--- src/rtl/instr_fetch_queue.sv ---
// Instruction fetch stage: drives synchronous instruction-memory reads and
// buffers returned instructions with their PCs in a prefetch FIFO for decode.
// A redirect from execute retargets fetch and flushes all speculative work.
module instr_fetch_queue #(
  parameter int unsigned ADDR_W  = 13,
  parameter int unsigned INSTR_W = 16,
  parameter int unsigned DEPTH   = 4
) (
  input  logic                     clk,
  input  logic                     reset,
  output logic [ADDR_W-1:0]        instr_mem_addr,
  output logic                     instr_mem_rd_en,
  input  logic [INSTR_W-1:0]       instr_mem_data,
  input  logic                     redirect_en,
  input  logic [ADDR_W-1:0]        redirect_addr,
  output logic [INSTR_W-1:0]       instr_out,
  output logic [ADDR_W-1:0]        instr_pc,
  output logic                     instr_valid,
  input  logic                     instr_ready,
  output logic [$clog2(DEPTH):0]   queue_count
);

  localparam int unsigned PTR_W = $clog2(DEPTH);
  localparam int unsigned CNT_W = PTR_W + 1;
  localparam int unsigned OCC_W = CNT_W + 1;

  // Architectural state
  logic [ADDR_W-1:0]  fetch_pc_q,    fetch_pc_d;
  logic               inflight_q,    inflight_d;
  logic [ADDR_W-1:0]  inflight_pc_q, inflight_pc_d;
  logic [PTR_W-1:0]   wr_ptr_q,      wr_ptr_d;
  logic [PTR_W-1:0]   rd_ptr_q,      rd_ptr_d;
  logic [CNT_W-1:0]   count_q,       count_d;
  logic [INSTR_W-1:0] instr_mem_q [DEPTH];
  logic [INSTR_W-1:0] instr_mem_d [DEPTH];
  logic [ADDR_W-1:0]  pc_mem_q    [DEPTH];
  logic [ADDR_W-1:0]  pc_mem_d    [DEPTH];

  logic [OCC_W-1:0]   occupied;
  logic               issue;
  logic               push;
  logic               pop;

  // Credit check: buffered plus in-flight entries must leave room for one more
  // read. Same-cycle pops are deliberately not counted as credit.
  always_comb begin
    occupied = {1'b0, count_q} + OCC_W'(inflight_q);
    issue    = !reset && !redirect_en && (occupied < OCC_W'(DEPTH));
    push     = inflight_q && !redirect_en;
    pop      = (count_q != '0) && instr_ready && !redirect_en;
  end

  // Next-state for fetch PC, in-flight tracking and FIFO storage
  always_comb begin
    fetch_pc_d    = fetch_pc_q;
    inflight_d    = inflight_q;
    inflight_pc_d = inflight_pc_q;
    wr_ptr_d      = wr_ptr_q;
    rd_ptr_d      = rd_ptr_q;
    count_d       = count_q;
    instr_mem_d   = instr_mem_q;
    pc_mem_d      = pc_mem_q;

    if (redirect_en) begin
      // Flush: pending return and buffered entries all belong to the old path
      fetch_pc_d = redirect_addr;
      inflight_d = 1'b0;
      wr_ptr_d   = '0;
      rd_ptr_d   = '0;
      count_d    = '0;
    end else begin
      if (issue) begin
        fetch_pc_d    = ADDR_W'(fetch_pc_q + 1'b1);
        inflight_d    = 1'b1;
        inflight_pc_d = fetch_pc_q;
      end else begin
        inflight_d = 1'b0;
      end

      if (push) begin
        instr_mem_d[wr_ptr_q] = instr_mem_data;
        pc_mem_d[wr_ptr_q]    = inflight_pc_q;
        wr_ptr_d              = PTR_W'(wr_ptr_q + 1'b1);
      end

      if (pop) begin
        rd_ptr_d = PTR_W'(rd_ptr_q + 1'b1);
      end

      case ({push, pop})
        2'b10:   count_d = CNT_W'(count_q + 1'b1);
        2'b01:   count_d = CNT_W'(count_q - 1'b1);
        default: count_d = count_q;
      endcase
    end
  end

  // State registers, cleared asynchronously by reset
  always_ff @(posedge clk or posedge reset) begin
    if (reset) begin
      fetch_pc_q    <= '0;
      inflight_q    <= 1'b0;
      inflight_pc_q <= '0;
      wr_ptr_q      <= '0;
      rd_ptr_q      <= '0;
      count_q       <= '0;
      for (int i = 0; i < int'(DEPTH); i++) begin
        instr_mem_q[i] <= '0;
        pc_mem_q[i]    <= '0;
      end
    end else begin
      fetch_pc_q    <= fetch_pc_d;
      inflight_q    <= inflight_d;
      inflight_pc_q <= inflight_pc_d;
      wr_ptr_q      <= wr_ptr_d;
      rd_ptr_q      <= rd_ptr_d;
      count_q       <= count_d;
      instr_mem_q   <= instr_mem_d;
      pc_mem_q      <= pc_mem_d;
    end
  end

  // Outputs are register-derived except the read strobe
  always_comb begin
    instr_mem_addr  = fetch_pc_q;
    instr_mem_rd_en = issue;
    instr_out       = instr_mem_q[rd_ptr_q];
    instr_pc        = pc_mem_q[rd_ptr_q];
    instr_valid     = (count_q != '0);
    queue_count     = count_q;
  end

endmodule

--- config.mk ---
export PLATFORM = sky130hd
export DESIGN_NAME = instr_fetch_queue
export DESIGN_NICKNAME = d
export VERILOG_FILES = /design/src/rtl/instr_fetch_queue.sv
export SDC_FILE = /design/constraint.sdc
export NUM_CORES = 1
export LEC_CHECK = 0
export CORE_UTILIZATION = 57
export CTS_BUF_LIST = sky130_fd_sc_hd__clkbuf_8
export DETAILED_ROUTE_END_ITERATION = 16
export GPL_TIMING_DRIVEN = 0
export HOLD_SLACK_MARGIN = 0.02
export PLACE_DENSITY = 0.81
export SLEW_MARGIN = 20
export SYNTH_ARGS = -nofsm -noshare
export SYNTH_HDL_FRONTEND = slang
export SYNTH_SLANG_ARGS = --single-unit
--- constraint.sdc ---
create_clock -name clk -period 8.6 [get_ports clk]
set_clock_uncertainty 0.2 [all_clocks]
set_input_delay 1.72 -clock clk [delete_from_list [all_inputs] [get_ports clk]]
set_output_delay 1.72 -clock clk [all_outputs]
set_load 0.01 [all_outputs]
# Word-level counts from Yosys, hierarchy flattened
# Index checks and enable logic that the tools add are counted.
# totals
out_inout_bits	47
ram_bits	0
elab_cells	66
latchBits	0
memories	0
register_bits	150
mem_bits_ro	0
# op_classes
addsub	6
mul	0
shifts	0
div_mod_pow	0
n_reduce_logical	15
n_eq_ne	2
muxes	22
bitwise_logic	3
order_cmp	4
# ops
cell	count
two-way mux 13 bit	5
bitwise mux 64 bit	1
bitwise mux 52 bit	1
two-way mux 16 bit	3
binary-select mux 16 bit (select 2 bit)	1
demux 16 bit (select 2 bit)	1
binary-select mux 13 bit (select 2 bit)	1
demux 13 bit (select 2 bit)	1
adder 13 x 1 -> 13 bit, second input constant	1
two-way mux 2 bit	4
greater-or-equal comparator 3 bit, second input constant	2
logical AND 1 bit	6
NOT 2 -> 3 bit	2
one-hot mux 3 bit (2 select lines)	1
nonzero test 2 bit	3
nonzero test 3 bit	2
adder 2 x 1 -> 2 bit, second input constant	2
adder 3 x 1 -> 4 bit	1
less-than comparator 4 x 3 -> 1 bit, second input constant	1
AND reduction 2 bit	2
adder 3 x 1 -> 3 bit, second input constant	1
less-than comparator 3 x 1 -> 1 bit, second input constant	1
two-way mux 3 bit	1
subtractor 3 x 1 -> 3 bit, second input constant	1
other kinds (5)	7

# Logic depth before layout (Yosys ltp)
# Gate-level depths: netlist of run 1.
# logic_depth
word_depth	6
depth_mapped	8

# Least setup slack after synthesis of run 1
# OpenSTA, ideal clock, no wires.
# synth_timing
path_type	input port to output port
start	input port reset
end	output port instr_mem_rd_en
arrival_ps	2426
n_path_buf	2
t_required_ps	6680
slack_ps	4254
cell_stages	5
cell_sequence	nor2_4 -> nand3_2 -> buf_6 -> buf_2 -> inv_1
# synth_between
elab_chain_len	3
# synth_lines
item	line	rtl
start, declared	10	input logic reset,
zero test 1 bit (no source line)	-	
logical AND 1 bit (2 in a row)	48	issue = !reset && !redirect_en && (occupied < OCC_W'(DEPTH));
end, declared	12	output logic instr_mem_rd_en,
# No other way between the ends.

# Worst setup path in the final report of run 1
# Ends and elaborated chain as after synthesis.

==> results of run 1 <==
-- through the flow --
step / cells / util [%]
floorplan: 465 / -
global placement: 687 / 67.1
detailed placement: 688 / 67.4
CTS: 720 / 70.1
global route: 720 / 70.1
finish: 720 / 70.1
-- state kept, by name, indices dropped and copies added (netlist names) --
| register | flops |
|---|---|
| pc_mem_q | 52 |
| wr_ptr_q | 2 |
| queue_count | 3 |
| inflight_pc_q | 13 |
| instr_mem_q | 64 |
| rd_ptr_q | 2 |
| inflight_q | 1 |
| instr_mem_addr | 13 |
-- final cells by class --
cell class,instances,area (sq um),area share [%]
Buffer,25,161,2.01
Clock inverter,14,58.8,0.732
Tap cell,143,179,2.23
Sequential cell,150,3750,46.7
Multi-Input combinational cell,282,2780,34.6
Timing Repair Buffer,80,818,10.2
Clock buffer,18,248,3.08
Inverter,8,37.5,0.467
-- critical path: stages --
cell	delay, ns
clkdlybuf4s50_1	0.54
nor2_4	0.26
nand3_2	0.19
buf_6	0.20
buf_2	0.19
inv_1	0.07
clkdlybuf4s50_1	0.53
-- cell families after synthesis --
group | after synthesis | synth area share (%)
compound gates | 25 | 3.03
xor+xnor | 6 | 0.781
fa+ha+maj | 6 | 1.23
buf+inv | 33 | 2.85
flops | 150 | 55.8
mux | 148 | 29.6
simple gates | 97 | 6.75
-- Yosys cell counts (2+ instances only) --
master and n:
a221o_1 4, a311o_1 2, a31oi_1 5, a32oi_1 2
buf_2 9, buf_4 5, buf_6 5, clkbuf_1 6
dfrtp_1 150, ha_1 5, inv_1 7, mux2_2 116
mux2i_1 3, mux4_2 29, nand2_1 55, nand3_1 7
nand3_2 2, nand4_1 3, nor2_1 12, nor2b_1 2
nor3b_1 2, nor4_1 4, o211ai_1 2, o21ai_0 2
o311ai_0 4, xnor2_1 4, xor2_1 2
-- path summary, 6_finish.rpt --
check	cells past startpoint	end	start
max	7	instr_mem_rd_en	reset
min	1	instr_mem_q[15]	instr_mem_q[15]
max reg2reg	7	queue_count[2]	queue_count[1]
min reg2reg	1	instr_mem_q[15]	instr_mem_q[15]
max in group asynchronous	3	pc_mem_q[35]	reset
min in group asynchronous	2	instr_mem_addr[0]	reset
-- metal layers --
metal	up-vias	wire [um]
met2	118	6770
li1	1899	-
met5	-	0
met4	0	172
met3	14	542
met1	2164	6030
-- power groups by stage --
stage | Clock (mW) | Sequential [mW] | Combinational [mW]
after floorplan | 0 | 1.01 | 0.471
after global placement | 0 | 1.03 | 0.753
after detailed placement | 0 | 1.05 | 0.781
after CTS | 0.441 | 1.04 | 0.783
after global routing | 0.472 | 1.07 | 0.825
final | 0.429 | 1.04 | 0.771
==> impl_metrics.tcl, run 1 <==
set metrics [dict create \
    pre_cts_slack_ns 2.98 \
    place_congestion 0.899 \
    tightest_slew_ns 0.720 \
    drc 0 \
    dr.first_iter.drc_count 212 \
    clockBufferDepth 2 \
    cp-end-kind "output port" \
    cts.repair.resized 0 \
    crit_required_ns 6.68 \
    antenna_found_initial 0 \
    yosysWarnings 0 \
    start_util_pct 58.7 \
    final_area_sq_um 8040 \
    post-cts-setup-buffers 0 \
    grt_pass1_vias 4439 \
    ys.flop_type "dfrtp_1" \
    synth_cell_types 43 \
    outcome "finished, final reports clean" \
    p_per_area_nw_per_um2 279 \
    setup_tns_ns 0 \
    fillers 785 \
    ios 80 \
    clk_pin_slew_ns 0.07 \
    r2r_slack_ns 6.09 \
    fin_total_pwr_mw 2.24 \
    synth-seq-area-share_pct 55.8 \
    start_kind "input pin" \
    worstHoldPathType "reg2reg" \
    power_leakage_nw 3.72 \
    critical_path_class "in2out" \
    vias 4195 \
    cts_hold_buf 0 \
    synthTopCellsByArea "dfrtp_1, mux2_2, mux4_2" \
    grt_busiest_layer "met2" \
    io_buffers 79 \
    final_cell_mix "dfrtp_1, mux2_2, clkdlybuf4s50_1" \
    setup_ws_ns 2.97 \
    combPwrFrac_pct 34.4 \
    ir_worst_vdd_mv 0.202 \
    wl_per_cell_um 18.8 \
    tritoncts "yes" \
    power.switching_mw 0.664 \
    drive_gt1_share_pct 34.1 \
    syn_area_sq_um 6730 \
    post_drt_via_cell_ratio 5.83 \
    pwr-share-clk_pct 19.1 \
    gr-total-overflow 0 \
    use_met3_pct 6.64 \
    yosysTopAreaCell "dfrtp_1" \
    syn-num-nets 504 \
    grt_pass1_wl_mm 22.6 \
    period_share_pct 65.5 \
    crit_arrival_ns 3.71 \
    synthArstFlopShare_pct 100 \
    grtUsageTotal_pct 23.8 \
    die_y_um 111 \
    grt_max_degree 107 \
    htreeDepth 4 \
    final_common_cell "dfrtp_1" \
    power_frac_seq_pct 46.4 \
    core_sq_um 11500 \
    numCtsBuffers 17 \
    die_area_sq_um 12200 \
    syn-instance-count 465 \
    gr-usage-met2_pct 38.6 \
    timing_hold_violations_final 0 \
    grt_use_met1_pct 31.7 \
    cts-root-buf "clkbuf_8" \
    diodes 0 \
    synth_top_area_share_pct 55.8 \
    drv_slew 0 \
    switching_share_pct 29.6 \
    finalWirelength_mm 13.5 \
    area_delta_synth_final_pct 19.5 \
    die_x_um 111 \
    worst_hold_slack_ns 0.301 \
    clock_latency_ns 0.44 \
    synth_edf_count 0 \
    intPower_mw 1.58 \
    rsz0062_at_grt "false" \
    placed_cell_area_sq_um 7730 \
    first_pass_iters 5 \
    layout.nets 603 \
    critPathMaxFanout 10 \
    ant_nets 0 \
    syn_avg_cell_area_sq_um 14.5 \
    clock-sinks 150 \
    relSlewSlack_pct 52.0 \
    maxCapViolations 0 \
    clock.fmax_mhz 178 \
    num_rows 39 \
    finalCriticalPeriod_ns 5.63 \
    setup_viol 0 \
    dp_hpwl_mm 9.41 \
    synth_seq_cells 150 \
]
Power figures use the tool's default switching activity.
==> inputs of run 2 (changes only) <==
- clock period: 8.6 -> 5.8 ns (I/O delays scaled with it)
==> results of run 2 <==
The final DEF is identical to that of run 1. Status: finished, final reports clean.
Among the figures that moved: setup slack after placement 2.98 ns -> 1.30 ns; setup slack after layout 2.97 ns -> 1.29 ns; register-to-register setup slack 6.09 ns -> 3.29 ns; total power 2.24 mW -> 3.32 mW; worst IR drop on VDD 0.202 mV -> 0.300 mV
